$ cat src/rtl/citron_bus_master.sv
// Single-outstanding Citron bus initiator: turns one host request into one bus
// transaction and holds the response (read data or error) until the host takes it.
module citron_bus_master #(
  parameter int unsigned TIMEOUT    = 256,
  parameter bit          SWAP_BYTES = 1'b1
) (
  input  logic        clk_i,
  input  logic        rst_ni,
  input  logic        req_valid,
  output logic        req_ready,
  input  logic        req_wr,
  input  logic [7:0]  req_addr,
  input  logic [31:0] req_wdata,
  output logic        resp_valid,
  input  logic        resp_ready,
  output logic [31:0] resp_rdata,
  output logic        resp_err,
  output logic [7:0]  citron_addr,
  output logic        citron_rdy,
  output logic        citron_wr,
  output logic [31:0] citron_writedata,
  input  logic [31:0] citron_readdata,
  input  logic        citron_stall,
  input  logic        citron_match
);

  localparam int unsigned     CntW    = (TIMEOUT == 0) ? 1 : $clog2(TIMEOUT + 1);
  localparam logic [CntW-1:0] CntLast = CntW'((TIMEOUT == 0) ? 0 : TIMEOUT - 1);

  typedef enum logic [1:0] {IDLE, BUS, RESP} state_e;

  state_e          state_q, state_d;
  logic            started_q;
  logic [CntW-1:0] cnt_q, cnt_d;
  logic [7:0]      addr_q, addr_d;
  logic            wr_q, wr_d;
  logic [31:0]     wdata_q, wdata_d;
  logic [31:0]     rdata_q, rdata_d;
  logic            err_q, err_d;

  function automatic logic [31:0] swap(input logic [31:0] x);
    if (SWAP_BYTES) return {x[7:0], x[15:8], x[23:16], x[31:24]};
    else            return x;
  endfunction

  // started_q keeps req_ready low until the first edge after reset release.
  always_ff @(posedge clk_i or negedge rst_ni) begin
    if (!rst_ni) begin
      state_q   <= IDLE;
      started_q <= 1'b0;
      cnt_q     <= '0;
      addr_q    <= '0;
      wr_q      <= 1'b0;
      wdata_q   <= '0;
      rdata_q   <= '0;
      err_q     <= 1'b0;
    end else begin
      state_q   <= state_d;
      started_q <= 1'b1;
      cnt_q     <= cnt_d;
      addr_q    <= addr_d;
      wr_q      <= wr_d;
      wdata_q   <= wdata_d;
      rdata_q   <= rdata_d;
      err_q     <= err_d;
    end
  end

  always_comb begin
    state_d = state_q;
    cnt_d   = cnt_q;
    addr_d  = addr_q;
    wr_d    = wr_q;
    wdata_d = wdata_q;
    rdata_d = rdata_q;
    err_d   = err_q;
    unique case (state_q)
      IDLE: begin
        if (req_valid && started_q) begin
          addr_d  = req_addr;
          wr_d    = req_wr;
          wdata_d = swap(req_wdata);
          cnt_d   = '0;
          state_d = BUS;
        end
      end
      BUS: begin
        // A stall only counts when some target actually decoded the address.
        if (!citron_match) begin
          err_d   = 1'b1;
          rdata_d = '0;
          state_d = RESP;
        end else if (!citron_stall) begin
          err_d   = 1'b0;
          rdata_d = wr_q ? 32'h0 : swap(citron_readdata);
          state_d = RESP;
        end else if ((TIMEOUT != 0) && (cnt_q == CntLast)) begin
          err_d   = 1'b1;
          rdata_d = '0;
          state_d = RESP;
        end else if (cnt_q != '1) begin
          cnt_d = cnt_q + CntW'(1);
        end
      end
      RESP: begin
        if (resp_ready) state_d = IDLE;
      end
      default: state_d = IDLE;
    endcase
  end

  always_comb begin
    req_ready  = (state_q == IDLE) && started_q;
    resp_valid = (state_q == RESP);
    citron_rdy = (state_q == BUS);
    citron_wr  = (state_q == BUS) && wr_q;
  end

  assign resp_rdata       = rdata_q;
  assign resp_err         = err_q;
  assign citron_addr      = addr_q;
  assign citron_writedata = wdata_q;

endmodule

$ cat config.mk
export PLATFORM = sky130hd
export DESIGN_NAME = citron_bus_master
export DESIGN_NICKNAME = d
export VERILOG_FILES = /design/src/rtl/citron_bus_master.sv
export SDC_FILE = /design/constraint.sdc
export NUM_CORES = 1
export LEC_CHECK = 0
export ABC_AREA = 1
export CAP_MARGIN = 10
export CORE_MARGIN = 10
export CORE_UTILIZATION = 38
export DETAILED_ROUTE_END_ITERATION = 12
export PLACE_DENSITY = 0.82
export SLEW_MARGIN = 5
export SYNTH_ARGS = -nofsm -noshare
export SYNTH_HDL_FRONTEND = slang
export SYNTH_SLANG_ARGS = --single-unit
$ cat constraint.sdc
create_clock -name clk_i -period 1.74 [get_ports clk_i]
set_input_delay 0.348 -clock clk_i [delete_from_list [all_inputs] [get_ports clk_i]]
set_output_delay 0.348 -clock clk_i [all_outputs]
set_load 0.02 [all_outputs]
==> results_tabular.tex, run 1 <==
\begin{tabular}{lr}
\hline
Metric & Value \\
\hline
\multicolumn{2}{l}{\textbf{Status}} \\
\quad Result of the run & finished with violations \\
\quad Failing checks & setup timing \\
\multicolumn{2}{l}{\textbf{Critical path}} \\
\quad Critical path required time & 1950 ps \\
\quad Worst reg-to-reg setup slack & -9 ps \\
\quad Critical path type & flip-flop to flip-flop \\
\quad CP startpoint kind & flip-flop \\
\quad Max Fanout on Critical Path & 8 \\
\quad Critical path data arrival time & 1960 ps \\
\quad Crit end category & flip-flop \\
\multicolumn{2}{l}{\textbf{Synthesis}} \\
\quad Sequential share of the synthesized area & 0.6025 \\
\quad Most common cell in the synthesized netlist & nand2\_1 \\
\quad Area share of fa/ha/maj cells after synthesis & 0.01051 \\
\quad Commonest register cell after synthesis & dfrtp\_1 \\
\quad Average size of a mapped cell & 8.734 um\^{}2 \\
\quad Mux contribution to synthesized area & 0 \\
\quad Number of synthesis warnings & 0 \\
\quad Complex-gate fraction of the synthesized area & 0.009807 \\
\quad Post-synthesis instance area & 0.003572 mm\^{}2 \\
\quad Synth Area in XOR/XNOR & 0.004904 \\
\quad Yosys top cell area share & 0.6025 \\
\quad Synthesized net count & 491 \\
\quad Commonest cells post-synth & 219 x nand2\_1, 86 x dfrtp\_1, 37 x nand3\_1 \\
\quad Cell taking the most area after synthesis & dfrtp\_1 \\
\quad Area contributors post-synth & dfrtp\_1 60\%, nand2\_1 23\%, nand3\_1 5.2\%, buf\_2 1.5\%, nor2\_1 1.3\% \\
\quad Share of flip-flops with an asynchronous set or reset & 1.000 \\
\quad Number of distinct library cells after synthesis & 25 \\
\quad EDFF count, synth & 0 \\
\quad Simple-gate share of the synthesized area & 0.3229 \\
\quad Flip-flop and latch count after synthesis & 86 \\
\quad Synthesized netlist cell count & 409 \\
\quad Largest family of logic cells by synthesized area & simple AND/OR/NAND/NOR gates \\
\multicolumn{2}{l}{\textbf{GRT}} \\
\quad Vias in the first global route & 3398 \\
\quad Overall overflow remaining after global route & 0 \\
\quad First-pass GRT wire length & 16860 um \\
\quad Maximum number of pins on one net before global-route repair & 87 \\
\quad All-layer global routing usage & 0.1555 \\
\quad Initial antenna violation count & 0 \\
\multicolumn{2}{l}{\textbf{Timing}} \\
\quad Final clock period utilization by the worst path & 1.005 \\
\quad Setup-violating endpoint count in the final report & 1 \\
\quad Clock skew after layout & 14.09 ps \\
\quad Total negative setup slack & -8.786 ps \\
\quad Unrepaired setup endpoints after global routing & true \\
\quad Final Max Slew Viols & 0 \\
\quad Min Clock Period, post-route & 1749 ps \\
\quad Post-route setup slack & -8.786 ps \\
\quad Highest clock frequency the design can meet & 0.5718 GHz \\
\quad Final Hold Vio Count & 0 \\
\multicolumn{2}{l}{\textbf{Routing}} \\
\quad Detailed router's first-iteration violation count & 267 \\
\quad Drt via density & 4.710 \\
\quad Routed len/inst & 16.04 um \\
\quad Antenna violation net count after detailed routing & 0 \\
\quad Via Count & 3330 \\
\quad Drc violations & 0 \\
\quad Number of iterations in the first detailed-routing pass & 4 \\
\quad Total length of routed wires & 11340 um \\
\multicolumn{2}{l}{\textbf{CTS}} \\
\quad Hold\_buf cts & 0 \\
\quad Number of H-tree levels & 3 \\
\quad Total clock buffers created by CTS & 9 \\
\quad Max Root-Sink Buffers & 2 \\
\quad Latest clock arrival within the worst-skew pair & 340 ps \\
\quad Clock net sink count & 86 \\
\quad TritonCTS clock tree & yes \\
\quad Reg clk slew, reported paths & 80 ps \\
\quad Master cell of the clock root buffer & clkbuf\_8 \\
\multicolumn{2}{l}{\textbf{Power}} \\
\quad Power per cell area & 1110 mW/mm\^{}2 \\
\quad Leak pwr & 3.201 nW \\
\quad IR Drop Worst-Case VDD & 0.6880 mV \\
\multicolumn{2}{l}{\textbf{Layout}} \\
\quad Area Overhead vs Synth & 66.48\% \\
\quad Number of filler cells placed in the layout & 767 \\
\quad Number of nets in the layout & 673 \\
\quad Footprint of the flip-flops and latches & 0.002152 mm\^{}2 \\
\quad Total inserted antenna cells & 0 \\
\quad Number of standard cells in the layout, taps in and fillers out & 707 \\
\quad Fraction of layout instances using a drive strength above 1 & 0.1812 \\
\quad Area occupied by multi-input gates & 0.001439 mm\^{}2 \\
\multicolumn{2}{l}{\textbf{Placed design}} \\
\quad Global placement routability congestion & 0.8373 \\
\quad Placed Instances & 684 \\
\quad Input/output buffers & 155 \\
\quad Final HPWL DP & 8059 um \\
\multicolumn{2}{l}{\textbf{Floorplan}} \\
\quad Core area & 0.009196 mm\^{}2 \\
\quad Count of boundary I/O pins & 156 \\
\quad Die X-Extent & 117.0 um \\
\quad Y dimension of the die & 117.0 um \\
\quad Rows & 35 \\
\quad Starting density of the core & 0.3884 \\
\quad Die Outline Area & 0.01368 mm\^{}2 \\
\multicolumn{2}{l}{\textbf{Flow run}} \\
\quad Number of violations of the max-capacitance limit & 0 \\
\multicolumn{2}{l}{\textbf{Worst hold path}} \\
\quad Worst hold path type & input port to asynchronous set/reset pin \\
\hline
\end{tabular}
==> flip-flops by register name, summed over array words and instances, names as in the netlist <==
register	flops
citron_addr	8
citron_writedata	32
cnt_q	9
resp_err	1
resp_rdata	32
started_q	1
state_q	2
wr_q	1
==> report_power, final <==
part	leakage, nW	switching (mW)	internal [mW]	total [mW]
sequential	1.12	0.269	2.42	2.69
combinational	1.99	1.31	1.19	2.51
clock	0.0955	0.699	0.704	1.40
==> worst max-delay path: stages, from the launching register on <==
cell       delay (ps)
dfrtp_1           400
ha_4              160
nand2_2            50
inv_2              80
nand2_4            60
nor2_4            140
ha_4              150
nor2_4             50
nor2_8            180
inv_6              70
clkbuf_16         170
nand2_2            50
nand2_1            60
==> through the flow <==
step / total power, mW / worst slack [ps] / cell area (um^2) / hold WS (ps) / util
2_1_floorplan: 3.757 / 4.070 / 3572 / 52.41 / -
3_3_place_gp: 5.069 / 8.738 / 5409 / 412.1 / 0.5882
3_5_place_dp: 5.132 / -83.81 / 5409 / 418.4 / 0.5882
4_1_cts: 6.562 / -4.601 / 5633 / 41.74 / 0.6125
5_1_grt: 7.011 / -98.06 / 5947 / 46.26 / 0.6467
6_report: 6.602 / -8.786 / 5947 / 26.38 / 0.6467
==> kinds of logic after synthesis <==
group	Yosys count
flip-flops	86
buffers and inverters	32
AO/OA/AOI/OAI	6
other	1
AND/OR/NAND/NOR	279
XOR/XNOR	2
adder cells (fa/ha/maj)	3
==> worst paths after layout <==
check,endpoint,cells after the start,start
worst max-delay path,resp_rdata[25]$_DFFE_PN0P_,12,cnt_q[1]$_DFFE_PN0P_
worst min register to register,citron_writedata[24]$_DFFE_PN0P_,2,citron_writedata[24]$_DFFE_PN0P_
min in group clk_i,citron_writedata[24]$_DFFE_PN0P_,2,citron_writedata[24]$_DFFE_PN0P_
max in group asynchronous,citron_writedata[30]$_DFFE_PN0P_,2,rst_ni
worst max register to register,resp_rdata[25]$_DFFE_PN0P_,12,cnt_q[1]$_DFFE_PN0P_
worst min-delay path,resp_rdata[22]$_DFFE_PN0P_,2,rst_ni
==> per-layer routing <==
| metal | part of all wire | global-route usage | vias up |
|---|---|---|---|
| li1 | - | - | 1629 |
| met1 | 0.42 | 0.1904 | 1514 |
| met2 | 0.45 | 0.2366 | 169 |
| met3 | 0.12 | 0.07849 | 18 |
| met4 | 0.018 | 0.04283 | 0 |
| met5 | 0 | 0 | - |
==> final cells by class <==
class | instances | area share
well taps | 111 | 0.02335
inverters | 15 | 0.01199
flip-flops and latches | 86 | 0.3619
multi-input cells | 291 | 0.2420
clock inverters | 5 | 0.009888
repair buffers | 188 | 0.3272
clock buffers | 11 | 0.02377
==> what timing repair did <==
| item | 4_1_cts | 5_1_grt |
|---|---|---|
| cloned | 0 | 2 |
| resized for setup | 14 | 82 |
| setup buffers | 1 | 4 |
| endpoints found under the setup margin | 46 | 61 |
| pin swaps | 2 | 17 |
==> placed cells by master, fill, tap and decap left out, types with 3 or more instances in the layout <==
| cell type | count |
|---|---|
| clkdlybuf4s50_1 | 128 |
| nand2_4 | 10 |
| nand3_1 | 37 |
| dlymetal6s2s_1 | 22 |
| dfrtp_1 | 86 |
| nand2_2 | 31 |
| buf_12 | 5 |
| inv_1 | 10 |
| clkbuf_8 | 10 |
| nor2_4 | 4 |
| nor2_1 | 9 |
| nand2_1 | 182 |
| ha_4 | 3 |
| buf_4 | 27 |
No activity file was read; power rests on OpenSTA's default activity.
==> run 2, diff against run 1 <==
--- a/config.mk
+++ b/config.mk
@@ -11,6 +11,8 @@
 export CORE_UTILIZATION = 38
 export DETAILED_ROUTE_END_ITERATION = 12
 export PLACE_DENSITY = 0.82
+export RECOVER_POWER = 25
+export SKIP_CTS_REPAIR_TIMING = 1
 export SLEW_MARGIN = 5
 export SYNTH_ARGS = -nofsm -noshare
 export SYNTH_HDL_FRONTEND = slang
==> results_tabular.tex, run 2 (same netlist as run 1, synthesis figures left out) <==
\begin{tabular}{lr}
\hline
Metric & Value \\
\hline
\multicolumn{2}{l}{\textbf{Status}} \\
\quad Result of the run & finished with violations \\
\quad Failing checks & setup timing \\
\multicolumn{2}{l}{\textbf{Power}} \\
\quad Overall Power & 6.643 mW \\
\quad Power per cell area & 1104 mW/mm\^{}2 \\
\quad IR Drop Worst-Case VDD & 0.6862 mV \\
\quad Leak pwr & 3.161 nW \\
\multicolumn{2}{l}{\textbf{Floorplan}} \\
\quad Die Outline Area & 0.01368 mm\^{}2 \\
\quad Rows & 35 \\
\quad Y dimension of the die & 117.0 um \\
\quad Core area & 0.009196 mm\^{}2 \\
\quad Starting density of the core & 0.3884 \\
\quad Count of boundary I/O pins & 156 \\
\quad Die X-Extent & 117.0 um \\
\multicolumn{2}{l}{\textbf{Layout}} \\
\quad Most common cell after layout, fill and taps aside & nand2\_1 \\
\quad Most used cells in the layout excluding fill and tap cells & 208 x nand2\_1, 134 x clkdlybuf4s50\_1, 86 x dfrtp\_1, 29 x nand3\_1, 24 x buf\_4 \\
\quad Number of nets in the layout & 680 \\
\quad Fraction of layout instances using a drive strength above 1 & 0.1625 \\
\quad Total inserted antenna cells & 0 \\
\quad Number of filler cells placed in the layout & 736 \\
\quad Area Overhead vs Synth & 68.51\% \\
\multicolumn{2}{l}{\textbf{Routing}} \\
\quad Detailed-route wire length on metal 1 & 4803 um \\
\quad Routed len/inst & 16.61 um \\
\quad Drt via density & 4.700 \\
\quad Highest routing layer actually used & met4 \\
\quad Total length of routed wires & 11860 um \\
\quad Antenna violation net count after detailed routing & 0 \\
\quad Via Count & 3356 \\
\quad Routed met2 length & 5588 um \\
\quad Length of routed met3 wiring & 1287 um \\
\quad Detailed router's first-iteration violation count & 211 \\
\quad Number of iterations in the first detailed-routing pass & 4 \\
\quad Drc violations & 0 \\
\multicolumn{2}{l}{\textbf{GRT}} \\
\quad First-pass GRT wire length & 16760 um \\
\quad All-layer global routing usage & 0.1544 \\
\quad Overall overflow remaining after global route & 0 \\
\quad Initial antenna violation count & 0 \\
\quad Maximum number of pins on one net before global-route repair & 87 \\
\quad Vias in the first global route & 3386 \\
\multicolumn{2}{l}{\textbf{Critical path}} \\
\quad CP startpoint kind & flip-flop \\
\quad Critical path buffers and inverters & 3 \\
\quad Reg-to-reg startpoint & cnt\_q[1]\$\_DFFE\_PN0P\_ \\
\quad Crit end category & flip-flop \\
\quad Category of cells accounting for the largest share of critical-path delay & simple AND/OR/NAND/NOR gates \\
\quad Max Fanout on Critical Path & 5 \\
\quad Critical-path cell list & ha\_4 -> nand2\_2 -> inv\_2 -> nand2\_4 -> nor2\_4 -> ha\_4 -> nor2\_4 -> nor2\_8 -> buf\_12 -> clkbuf\_16 -> nand3\_1 -> nand2\_1 \\
\quad Critical path type & flip-flop to flip-flop \\
\quad Master of the slowest instance on the critical path & dfrtp\_1 \\
\quad Worst reg2reg endpoint & resp\_rdata[19]\$\_DFFE\_PN0P\_ \\
\quad Worst reg-to-reg setup slack & -80 ps \\
\quad Critical path data arrival time & 2040 ps \\
\quad Reg2reg path depth & 12 \\
\quad Critical path required time & 1960 ps \\
\quad Largest incremental delay on the critical path & 420 ps \\
\multicolumn{2}{l}{\textbf{CTS}} \\
\quad Latest clock arrival within the worst-skew pair & 340 ps \\
\quad Clock net sink count & 86 \\
\quad Total clock buffers created by CTS & 9 \\
\quad Number of H-tree levels & 3 \\
\quad TritonCTS clock tree & yes \\
\quad Max Root-Sink Buffers & 2 \\
\quad Reg clk slew, reported paths & 80 ps \\
\quad Master cell of the clock root buffer & clkbuf\_8 \\
\multicolumn{2}{l}{\textbf{Timing}} \\
\quad Clock skew after layout & 13.92 ps \\
\quad Setup-violating endpoint count in the final report & 22 \\
\quad Total negative setup slack & -444.6 ps \\
\quad Final Max Slew Viols & 0 \\
\quad Final clock period utilization by the worst path & 1.047 \\
\quad Unrepaired setup endpoints after global routing & true \\
\quad Worst Tran Pin Value & 1161 ps \\
\quad Min Clock Period, post-route & 1822 ps \\
\quad Highest clock frequency the design can meet & 0.5489 GHz \\
\quad Worst slew margin & 0.2257 \\
\quad Final Hold Vio Count & 0 \\
\quad Post-route setup slack & -81.98 ps \\
\multicolumn{2}{l}{\textbf{Flow run}} \\
\quad Number of violations of the max-capacitance limit & 0 \\
\multicolumn{2}{l}{\textbf{Worst hold path}} \\
\quad Worst hold path type & input port to asynchronous set/reset pin \\
\multicolumn{2}{l}{\textbf{Placed design}} \\
\quad Global placement routability congestion & 0.8373 \\
\quad Final HPWL DP & 8059 um \\
\quad Input/output buffers & 155 \\
\hline
\end{tabular}
-- run 2: worst max-delay path by stage --
| stage | startpoint | endpoint | slack, ps | cells after the start |
|---|---|---|---|---|
| after global routing | cnt_q[4]$_DFFE_PN0P_ | resp_rdata[19]$_DFFE_PN0P_ | -190 | 11 |
| after floorplan | cnt_q[0]$_DFFE_PN0P_ | cnt_q[0]$_DFFE_PN0P_ | 4 | 12 |
| after global placement | cnt_q[0]$_DFFE_PN0P_ | cnt_q[0]$_DFFE_PN0P_ | 9 | 12 |
| after CTS | state_q[0]$_DFFE_PN0P_ | req_ready | -350 | 4 |
| final | cnt_q[1]$_DFFE_PN0P_ | resp_rdata[19]$_DFFE_PN0P_ | -80 | 12 |
| after detailed placement | cnt_q[1]$_DFFE_PN0P_ | resp_err$_DFFE_PN0P_ | -80 | 11 |
-- run 2: area by class of cell --
class	count	area, um^2	area share
repair buffers	195	2053	0.3411
clock buffers	11	141.4	0.02349
multi-input cells	291	1409	0.2340
inverters	15	66.31	0.01102
flip-flops and latches	86	2152	0.3575
well taps	111	138.9	0.02307
clock inverters	5	58.81	0.009769
-- run 2: through the flow --
stage / hold WS, ps / utilization / setup slack [ps] / instances / instance area (um^2)
after floorplan: 52.41 / - / 4.070 / 409 / 3572
after global placement: 412.1 / 0.5882 / 8.738 / 684 / 5409
after detailed placement: 418.4 / 0.5882 / -83.81 / 684 / 5409
after CTS: 41.74 / 0.6099 / -354.5 / 700 / 5609
after global routing: 437.9 / 0.6546 / -188.9 / 714 / 6020
final: 355.3 / 0.6546 / -81.98 / 714 / 6020
-- run 2: per-layer routing --
metal / vias up / track usage
li1: 1641 / -
met1: 1549 / 0.1901
met2: 154 / 0.2332
met3: 12 / 0.07849
met4: 0 / 0.04283
met5: - / 0
-- run 2: power by group --
group	internal [mW]	total [mW]	leakage [nW]	switching, mW
clock	0.704	1.39	0.0955	0.689
combinational	1.23	2.57	1.95	1.34
sequential	2.42	2.68	1.12	0.255
